--- src/rtl/sdram_arb_pkg.sv ---
// Shared types and helpers for the SDRAM command arbiter.
// Channel heads are carried at a fixed maximum width and trimmed at the top level.
package sdram_arb_pkg;

  localparam int unsigned MaxAddrW = 32;
  localparam int unsigned MaxDataW = 32;

  typedef enum logic [2:0] {
    C_STARVED,
    C_URGENT,
    C_HIT_WR,
    C_HIT_RD,
    C_NEW_WR,
    C_RD
  } arb_class_e;

  typedef struct packed {
    logic                is_write;
    logic [MaxAddrW-1:0] addr;
    logic [MaxDataW-1:0] data;
  } ch_head_t;

  function automatic logic [MaxAddrW-1:0] row_of(input logic [MaxAddrW-1:0] addr,
                                                 input int unsigned         row_lsb);
    return addr >> row_lsb;
  endfunction

endpackage

--- src/rtl/sdram_rr_pick.sv ---
// Round-robin picker: first set request bit at or after ptr_i, wrapping modulo NCH.
module sdram_rr_pick #(
  parameter int unsigned NCH = 4,
  localparam int unsigned IdxW = $clog2(NCH)
) (
  input  logic [NCH-1:0]  req_i,
  input  logic [IdxW-1:0] ptr_i,
  output logic            valid_o,
  output logic [IdxW-1:0] idx_o
);

  int unsigned j;

  // Scan from the farthest offset down so the nearest requester is written last.
  always_comb begin
    valid_o = 1'b0;
    idx_o   = '0;
    j       = 0;
    for (int k = NCH - 1; k >= 0; k--) begin
      j = (int'(ptr_i) + k) % NCH;
      if (req_i[j]) begin
        valid_o = 1'b1;
        idx_o   = IdxW'(j);
      end
    end
  end

endmodule

--- src/rtl/sdram_cmd_arbiter.sv ---
// N-channel SDRAM command arbiter: class priority with round-robin inside a class,
// starvation aging, per-channel enables and open-row tracking. Grant path is combinational.
module sdram_cmd_arbiter
  import sdram_arb_pkg::*;
#(
  parameter int unsigned NCH           = 4,
  parameter int unsigned ADDR_W        = 25,
  parameter int unsigned DATA_W        = 16,
  parameter int unsigned ROW_LSB       = 10,
  parameter int unsigned USEDW_W       = 8,
  parameter int unsigned URGENT_THRESH = 200,
  parameter int unsigned MAX_WAIT      = 64,
  localparam int unsigned IdxW         = $clog2(NCH),
  localparam int unsigned RowW         = ADDR_W - ROW_LSB,
  localparam int unsigned WaitW        = $clog2(MAX_WAIT + 1)
) (
  input  logic                    clk,
  input  logic                    rst_n,
  input  logic [NCH-1:0]          ch_valid,
  input  logic [NCH-1:0]          ch_enable,
  input  logic [NCH-1:0]          ch_is_write,
  input  logic [NCH*ADDR_W-1:0]   ch_addr,
  input  logic [NCH*DATA_W-1:0]   ch_data,
  input  logic [NCH*USEDW_W-1:0]  ch_usedw,
  input  logic [NCH-1:0]          ch_urgent_en,
  output logic [NCH-1:0]          ch_pop,
  input  logic                    out_full,
  output logic                    out_write,
  output logic                    out_is_write,
  output logic [ADDR_W-1:0]       out_addr,
  output logic [DATA_W-1:0]       out_data,
  output logic [IdxW-1:0]         out_ch,
  output logic [RowW-1:0]         present_row,
  output logic                    last_was_write
);

  logic [IdxW-1:0]  rr_ptr_q, rr_ptr_d;
  logic [RowW-1:0]  present_row_q, present_row_d;
  logic             lww_q, lww_d;
  logic [WaitW-1:0] wait_q [NCH];
  logic [WaitW-1:0] wait_d [NCH];

  ch_head_t         head [NCH];
  logic [NCH-1:0]   elig;
  logic [NCH-1:0]   class_mask [6];
  logic [NCH-1:0]   sel_mask;
  arb_class_e       cls;
  logic             row_hit;
  logic             pick_valid, grant;
  logic [IdxW-1:0]  pick_idx;

  always_comb begin
    row_hit = 1'b0;
    elig    = ch_valid & ch_enable;
    for (int c = 0; c < 6; c++) class_mask[c] = '0;
    for (int i = 0; i < NCH; i++) begin
      head[i].is_write = ch_is_write[i];
      head[i].addr     = MaxAddrW'(ch_addr[i*ADDR_W +: ADDR_W]);
      head[i].data     = MaxDataW'(ch_data[i*DATA_W +: DATA_W]);
      row_hit = row_of(head[i].addr, ROW_LSB) == MaxAddrW'(present_row_q);
      class_mask[C_STARVED][i] = elig[i] && (wait_q[i] == WaitW'(MAX_WAIT));
      class_mask[C_URGENT][i]  = elig[i] && ch_urgent_en[i] &&
                                 (32'(ch_usedw[i*USEDW_W +: USEDW_W]) > URGENT_THRESH);
      class_mask[C_HIT_WR][i]  = elig[i] && lww_q && ch_is_write[i] && row_hit;
      class_mask[C_HIT_RD][i]  = elig[i] && !ch_is_write[i] && row_hit;
      class_mask[C_NEW_WR][i]  = elig[i] && ch_is_write[i];
      class_mask[C_RD][i]      = elig[i];
    end
  end

  // Highest non-empty class wins; only its members reach the round-robin picker.
  always_comb begin
    cls = C_RD;
    for (int c = 5; c >= 0; c--) begin
      if (|class_mask[c]) cls = arb_class_e'(3'(c));
    end
    sel_mask = class_mask[cls];
  end

  sdram_rr_pick #(
    .NCH (NCH)
  ) u_rr_pick (
    .req_i   (sel_mask),
    .ptr_i   (rr_ptr_q),
    .valid_o (pick_valid),
    .idx_o   (pick_idx)
  );

  assign grant = pick_valid && !out_full && rst_n;

  always_comb begin
    ch_pop = '0;
    if (grant) ch_pop[pick_idx] = 1'b1;
    out_write    = grant;
    out_is_write = head[pick_idx].is_write;
    out_addr     = ADDR_W'(head[pick_idx].addr);
    out_data     = DATA_W'(head[pick_idx].data);
    out_ch       = pick_idx;
  end

  always_comb begin
    rr_ptr_d      = rr_ptr_q;
    present_row_d = present_row_q;
    lww_d         = lww_q;
    if (grant) begin
      rr_ptr_d      = (pick_idx == IdxW'(NCH - 1)) ? '0 : pick_idx + 1'b1;
      present_row_d = RowW'(row_of(head[pick_idx].addr, ROW_LSB));
      lww_d         = head[pick_idx].is_write;
    end
    // Aging keeps running under backpressure so a blocked head still gets promoted.
    for (int i = 0; i < NCH; i++) begin
      if (!elig[i] || (grant && pick_idx == IdxW'(i))) begin
        wait_d[i] = '0;
      end else if (wait_q[i] != WaitW'(MAX_WAIT)) begin
        wait_d[i] = wait_q[i] + 1'b1;
      end else begin
        wait_d[i] = wait_q[i];
      end
    end
  end

  always_ff @(posedge clk) begin
    if (!rst_n) begin
      rr_ptr_q      <= '0;
      present_row_q <= '0;
      lww_q         <= 1'b1;
      for (int i = 0; i < NCH; i++) wait_q[i] <= '0;
    end else begin
      rr_ptr_q      <= rr_ptr_d;
      present_row_q <= present_row_d;
      lww_q         <= lww_d;
      for (int i = 0; i < NCH; i++) wait_q[i] <= wait_d[i];
    end
  end

  assign present_row    = present_row_q;
  assign last_was_write = lww_q;

endmodule

--- config.mk ---
export PLATFORM = sky130hd
export DESIGN_NAME = sdram_cmd_arbiter
export DESIGN_NICKNAME = d
export VERILOG_FILES = /design/src/rtl/sdram_arb_pkg.sv /design/src/rtl/sdram_rr_pick.sv /design/src/rtl/sdram_cmd_arbiter.sv
export SDC_FILE = /design/constraint.sdc
export NUM_CORES = 1
export LEC_CHECK = 0
export CORE_UTILIZATION = 38
export CTS_CLUSTER_DIAMETER = 40
export DETAILED_ROUTE_END_ITERATION = 8
export PLACE_DENSITY_LB_ADDON = 0.25
export SKIP_CTS_REPAIR_TIMING = 1
export SYNTH_ARGS = -nofsm -noshare
export SYNTH_HDL_FRONTEND = slang
export SYNTH_HIERARCHICAL = 1
export SYNTH_SLANG_ARGS = --single-unit
--- constraint.sdc ---
create_clock -name clk -period 6.4 [get_ports clk]
set_input_delay 1.28 -clock clk [delete_from_list [all_inputs] [get_ports clk]]
set_output_delay 1.28 -clock clk [all_outputs]
set_load 0.005 [all_outputs]
Word level (Yosys, flattened, before mapping) --
Memory sizes are Yosys's and may differ from the RTL's. Index checks and enable logic that the tools add are counted.
Cells by class: $add $sub $neg 8, multipliers 0, div/mod/pow operators 0, order comparisons 12, equal/unequal tests 15, shift operators 0, mux-type cells 45, bitwise operators 7, reduce and logical (&&, ||, !) cells 62
Operators with widths (count):
- 65-bit binary-select mux with 2-bit select | 1
- 65-bit 2-to-1 mux | 2
- 7-bit 2-to-1 mux | 12
- 15-bit equality test | 4
- 1-bit logical AND | 43
- 8-bit greater-than comparator (second input constant) | 4
- 7-bit by 1-bit adder with 7-bit output (second input constant) | 4
- 7-bit equality test (second input constant) | 4
- 7-bit inequality test (second input constant) | 4
- 4-bit OR reduction | 5
- 2-bit by 3-bit less-than comparator with 1-bit output (second input constant) | 5
- 4-bit binary-select mux with 3-bit select | 1
- 1-bit 2-to-1 mux | 12
- 3-bit 2-to-1 mux | 4
- 4-bit 2-to-1 mux | 3
- 2-bit 2-to-1 mux | 5
- 1-bit zero test | 9
- 1-bit binary-select mux with 2-bit select | 4
- 2-bit by 1-bit adder with 2-bit output (second input constant) | 2
- 2-bit adder (second input constant) | 2
- 4-bit bitwise AND | 1
- 2-bit equality test (second input constant) | 2
- 4-bit >= comparator (second input constant) | 1
- 1-bit logical OR | 4
- 8 further kinds | 11
Word-level totals: register bits after elaboration 18, bits in latches 0, RAM bits 28, memory bits (read-only) 0, input bits 215, output and inout bits 65, memories kept 1
Memories:
- wait_q | depth 4, bits a word 7, rd ports 4, clocked after Yosys merged registers in 0, write ports 4, line sdram_cmd_arbiter.sv:40 | logic [WaitW-1:0] wait_q [NCH];

Longest topological paths before layout --
word-level depth 24, gate-level depth with buffers 21

By module --
The synthesis kept the hierarchy.
By module, submodules not included:
- sdram_cmd_arbiter | instances 1, cells each 478, area each 4513.1 µm², sequential area each 920.9 µm²
- sdram_rr_pick | instances 1, cells each 13, area each 77.6 µm², sequential area each 0.0 µm²

Worst setup path after synthesis --
OpenSTA, ideal clock, no wires.
kind input port to output port, start input port ch_valid[2], end output port out_addr[0], arrival time 4718 ps, required time 5120 ps, setup slack 402 ps, stages on the path 13, path buffers 3, cell sequence nand2_2 > and4bb_1 > nor4_4 > nand2_2 > and3b_4 > o2bb2a_4 > o22ai_2 > mux2i_1 > a211oi_2 > buf_2 > buf_2 > buf_2 > mux4_2
Between the ends: cells in the longest elaborated chain, start to end 22, elaborated cells on any way between the ends 40, those cells by class 23 x mux; 3 x bitwise; 14 x reduce/logical
RTL lines:
- start, declared | line sdram_cmd_arbiter.sv:19 | input logic [NCH-1:0] ch_valid,
- 4-bit bitwise AND * | line sdram_cmd_arbiter.sv:54 | elig = ch_valid & ch_enable;
- 1-bit logical AND, on equally long branches | line sdram_cmd_arbiter.sv:66, sdram_cmd_arbiter.sv:64, sdram_cmd_arbiter.sv:65
- 4-bit OR reduction, or another cell as far along | line sdram_cmd_arbiter.sv:75 | if (|class_mask[c]) cls = arb_class_e'(3'(c));
- 1-bit 2-to-1 mux, or another cell as far along | line sdram_cmd_arbiter.sv:75
- 3-bit 2-to-1 mux or 4-bit OR reduction (tied branches) | line sdram_cmd_arbiter.sv:75
- 3-bit 2-to-1 mux (2 in a row) | line sdram_cmd_arbiter.sv:75
- 3-bit 2-to-1 mux * | line sdram_cmd_arbiter.sv:75
- 3-bit inverter with 4-bit output (implied by the code) * | line sdram_cmd_arbiter.sv:77 | sel_mask = class_mask[cls];
- [... 3 more ...]
- via sel_mask[3] | line sdram_cmd_arbiter.sv:46 | logic [NCH-1:0] sel_mask;
- 1-bit binary-select mux with 2-bit select | line sdram_rr_pick.sv:21 | if (req_i[j]) begin
- 1-bit 2-to-1 mux (implied by the code) | line sdram_rr_pick.sv:21
- 2-bit 2-to-1 mux (3 in a row) | line sdram_rr_pick.sv:21
- 2-bit 2-to-1 mux * | line sdram_rr_pick.sv:21
- via out_ch[0] | line sdram_cmd_arbiter.sv:32 | output logic [IdxW-1:0] out_ch,
- 2-bit inverter with 3-bit output (implied by the code) * | line sdram_cmd_arbiter.sv:96 | out_addr = ADDR_W'(head[pick_idx].addr);
- 65-bit binary-select mux with 2-bit select * | line sdram_cmd_arbiter.sv:96
- 65-bit 2-to-1 mux * (2 in a row)
- end, declared | line sdram_cmd_arbiter.sv:30 | output logic [ADDR_W-1:0] out_addr,
The timed path passes the listed nets; every way through them passes the cells marked *. The select of a mux whose other input is x is not followed.

Final worst setup path --
start input port ch_addr[61], end output port out_data[12]
Between the ends: cells in the longest elaborated chain, start to end 21, elaborated cells on any way between the ends 29, those cells by class 1 x eq/ne; 22 x mux; 2 x bitwise; 4 x reduce/logical
RTL lines:
- start, declared | line sdram_cmd_arbiter.sv:22 | input logic [NCH*ADDR_W-1:0] ch_addr,
- 15-bit equality test * | line sdram_cmd_arbiter.sv:60 | row_hit = row_of(head[i].addr, ROW_LSB) == MaxAddrW'(present_row_q);
- 1-bit logical AND | line sdram_cmd_arbiter.sv:65 | class_mask[C_HIT_RD][i] = elig[i] && !ch_is_write[i] && row_hit;
- 4-bit OR reduction | line sdram_cmd_arbiter.sv:75
- 3-bit 2-to-1 mux | line sdram_cmd_arbiter.sv:75
- 3-bit 2-to-1 mux * (3 in a row) | line sdram_cmd_arbiter.sv:75
- 3-bit inverter with 4-bit output (implied by the code) * | line sdram_cmd_arbiter.sv:77
- 4-bit binary-select mux with 3-bit select * | line sdram_cmd_arbiter.sv:77
- 4-bit 2-to-1 mux (implied by the code) * (2 in a row) | line sdram_cmd_arbiter.sv:77
- via sel_mask[0] | line sdram_cmd_arbiter.sv:46
- 1-bit binary-select mux with 2-bit select | line sdram_rr_pick.sv:21
- 1-bit 2-to-1 mux (implied by the code) | line sdram_rr_pick.sv:21
- 2-bit 2-to-1 mux (3 in a row) | line sdram_rr_pick.sv:21
- 2-bit 2-to-1 mux * | line sdram_rr_pick.sv:21
- 2-bit inverter with 3-bit output (implied by the code) * | line sdram_cmd_arbiter.sv:97 | out_data = DATA_W'(head[pick_idx].data);
- 65-bit binary-select mux with 2-bit select * | line sdram_cmd_arbiter.sv:97
- 65-bit 2-to-1 mux * (2 in a row)
- end, declared | line sdram_cmd_arbiter.sv:31 | output logic [DATA_W-1:0] out_data,
Marks and branches as above.

==> key figures <==
Status
  • Outcome: complete, but fails checks
  • Violated checks: DRC, setup timing

Routing
  • Vias: 5387
  • DRC viols: 13
  • Total Wirelength: 20100 um
  • DR iter-0 viols: 551
  • Drt pass-1 iters: 8
  • DR vias/cell: 5.72
  • WL per Instance: 21.4 um
  • Final ANT Viol Nets: 0

Final layout
  • # nets final: 1025
  • Commonest non-fill, non-tap cell in the layout: clkdlybuf4s50_1
  • Layout area overhead: 81.6%
  • Layout cells sized above 1: 18.4%
  • Non-filler cells, final: 942
  • N_diodes: 0
  • Final instance area: 8340 um2
  • Most frequent cells in the layout: clkdlybuf4s50_1, xor2_1, nand2_1, nor2_1, dfxtp_1

Clocking
  • Worst-skew pair later-pin latency: 0.29 ns
  • Number of CTS-inserted buffers: 5
  • TritonCTS clock tree: done
  • CTS Root Buffer Type: clkbuf_16
  • CTS max path bufs: 2
  • H-tree depth: 2
  • Clock slew at reported path FFs: 0.07 ns
  • Clock Sinks: 46

Synth
  • Yosys cell types: 55
  • Seq/Total Area, Yosys: 20.1%
  • Synthesized area: 4590 um2
  • Yosys reg bits: 46
  • Ys Warns: 6
  • Ys async rst share: 0%
  • Mean post-synth cell area: 9.35 um2
  • Post-synth EDFFs: 0
  • Synthesized Nets: 718
  • Synth Flop Type: dfxtp_1
  • Synthesized netlist cell count: 491

Power
  • Max VDD drop: 0.102 mV
  • LEAKAGE: 3.44 nW
  • Overall power: 1.34 mW
  • Power per cell area: 161 nW/um2

STA
  • Final Max Slew Viols: 0
  • Clock Skew: 0.00948 ns
  • Setup ws final: -0.128 ns
  • Final setup violation count: 13
  • Tmin final: 6.53 ns
  • Part of the cycle the worst path needs: 102%
  • F_max: 153 MHz
  • Slew headroom: 43.4%
  • Final TNS setup: -1.35 ns
  • Slew @ Worst Pin: 0.849 ns
  • Final hold violations: 0

Global route
  • Antenna violations before repair: 0
  • All-Layer GR Usage: 29.9%
  • Vias in the first global route: 5406
  • First-pass GRT wire length: 29000 um
  • Pin count of the biggest net entering global routing: 33
  • Global route total overflow: 0

Placed design
  • Placed instance area: 7700 um2
  • Gpl congestion: 1.02
  • Pre-CTS setup slack: -0.205 ns
  • HPWL Detailed: 15900 um
  • Placed cell count: 920
  • IO buf count: 279

Floorplanning
  • Die footprint: 12500 um2
  • Core ar.: 11600 um2
  • Core Rows: 39
  • Top Ports: 280
  • Die Span Y: 112 um
  • Initial core utilization: 39.5%
  • Die width: 112 um

Worst setup path
  • Crit Path Class: input pin to output pin
  • Crit Path Max Fanout: 10
  • Slowest CP cell: clkdlybuf4s50_1
  • Worst setup SP type: input pin
  • CP required: 5.12 ns
  • Crit. End Element: output pin
  • WP data arrival: 5.25 ns
  • Biggest cell delay along the critical path: 0.50 ns
  • Crit-path cells: clkdlybuf4s50_1, xor2_1, nor4_1, nand2_1, o2111a_2, a22oi_2, buf_4, o211ai_1, a31oi_2, nor2_1, a211oi_2, nor2_4, buf_12, buf_12, mux4_2, clkdlybuf4s50_1
  • CP delay by family, top: buffers and inverters
  • WP buf/inv: 5

Run
  • Max cap viols: 0

Worst hold path
  • Hold crit path type: register to register
[synth_stat cells (3+ instances only)]
library cell / count / area share, %
xor2_1: 67 / 13
nand2_1: 50 / 4.1
nor2_1: 50 / 4.1
dfxtp_1: 46 / 20
mux4_2: 42 / 21
nand3_1: 19 / 2.1
a21boi_0: 18 / 2.9
inv_1: 16 / 1.3
nor4_1: 16 / 2.2
xnor2_1: 16 / 3.1
nand4_1: 13 / 1.8
ha_1: 12 / 3.3
buf_2: 11 / 1.2
a21oi_1: 8 / 0.87
buf_1: 7 / 0.57
buf_6: 6 / 1.5
nand2b_1: 6 / 0.82
nand3b_1: 6 / 0.98
a211oi_1: 5 / 0.82
and3_1: 5 / 0.68
clkbuf_1: 5 / 0.41
nor4_2: 5 / 1.4
o31ai_1: 5 / 0.82
a21o_1: 4 / 0.65
nor2b_1: 4 / 0.55
nor3_1: 4 / 0.44
a31oi_1: 3 / 0.41
and2_1: 3 / 0.41
buf_4: 3 / 0.49
nor4b_1: 3 / 0.57
[layout make-up]
type,instances,area (um2)
Clock inverter,3,45.0
Clock buffer,5,125
Tap cell,143,179
Fill cell,846,3280
Inverter,16,60.1
Multi-Input combinational cell,397,3580
Sequential cell,46,921
Timing Repair Buffer,332,3420
[registers in the layout, summed over array words and instances, names as in the netlist]
| name | count |
|---|---|
| wait_q | 28 |
| present_row | 15 |
| rr_ptr_q | 2 |
| last_was_write | 1 |
[per-stage QoR]
| step | util, % | hold slack [ns] |
|---|---|---|
| after global placement | 66.3 | 0.494 |
| after global routing | 71.8 | 0.567 |
| after detailed placement | 66.3 | 0.511 |
| final | 71.8 | 0.539 |
| after CTS | 67.8 | 0.531 |
| after floorplan | - | 0.477 |
[metal layers]
layer  vias to the layer above  global-route usage (%)  part of all wire (%)
li1                       2405                       -                     -
met1                      2592                    37.5                    38
met2                       342                    52.1                    51
met3                        48                    6.42                   8.4
met4                         0                    7.39                   2.3
met5                         -                       0                     0
[final timing paths]
path | startpoint | to | slack (ns) | depth (start not counted)
setup / recovery | ch_addr[61] | out_data[12] | -0.13 | 16
setup reg to reg | wait_q[3][0]$_SDFFE_PP0P_ | wait_q[0][3]$_SDFFE_PP0P_ | 1.77 | 22
hold / removal | wait_q[0][6]$_SDFFE_PP0P_ | wait_q[0][6]$_SDFFE_PP0P_ | 0.54 | 2
hold reg to reg | wait_q[0][6]$_SDFFE_PP0P_ | wait_q[0][6]$_SDFFE_PP0P_ | 0.54 | 2
[cell families (layout without fill, tap and decap cells)]
| group | after synthesis | in the layout | synth area share [%] |
|---|---|---|---|
| XOR/XNOR | 84 | 84 | 16.2 |
| multiplexers | 43 | 43 | 20.8 |
| AND/OR/NAND/NOR | 200 | 200 | 24.0 |
| AO/OA/AOI/OAI | 58 | 58 | 10.2 |
| buffers and inverters | 48 | 356 | 5.45 |
| flip-flops | 46 | 46 | 20.1 |
| adder cells (fa/ha/maj) | 12 | 12 | 3.27 |
[worst min-delay path, stage by stage, from the launching register on]
cell and delay, ns:
dfxtp_1 0.35, xnor2_1 0.08, nor2_1 0.07
[where the power goes]
| part | total [mW] | switching [mW] | internal (mW) |
|---|---|---|---|
| combinational | 0.706 | 0.276 | 0.431 |
| sequential | 0.332 | 0.0314 | 0.300 |
| clock | 0.302 | 0.117 | 0.184 |
| total | 1.34 | 0.424 | 0.915 |
Power figures use the tool's default switching activity.
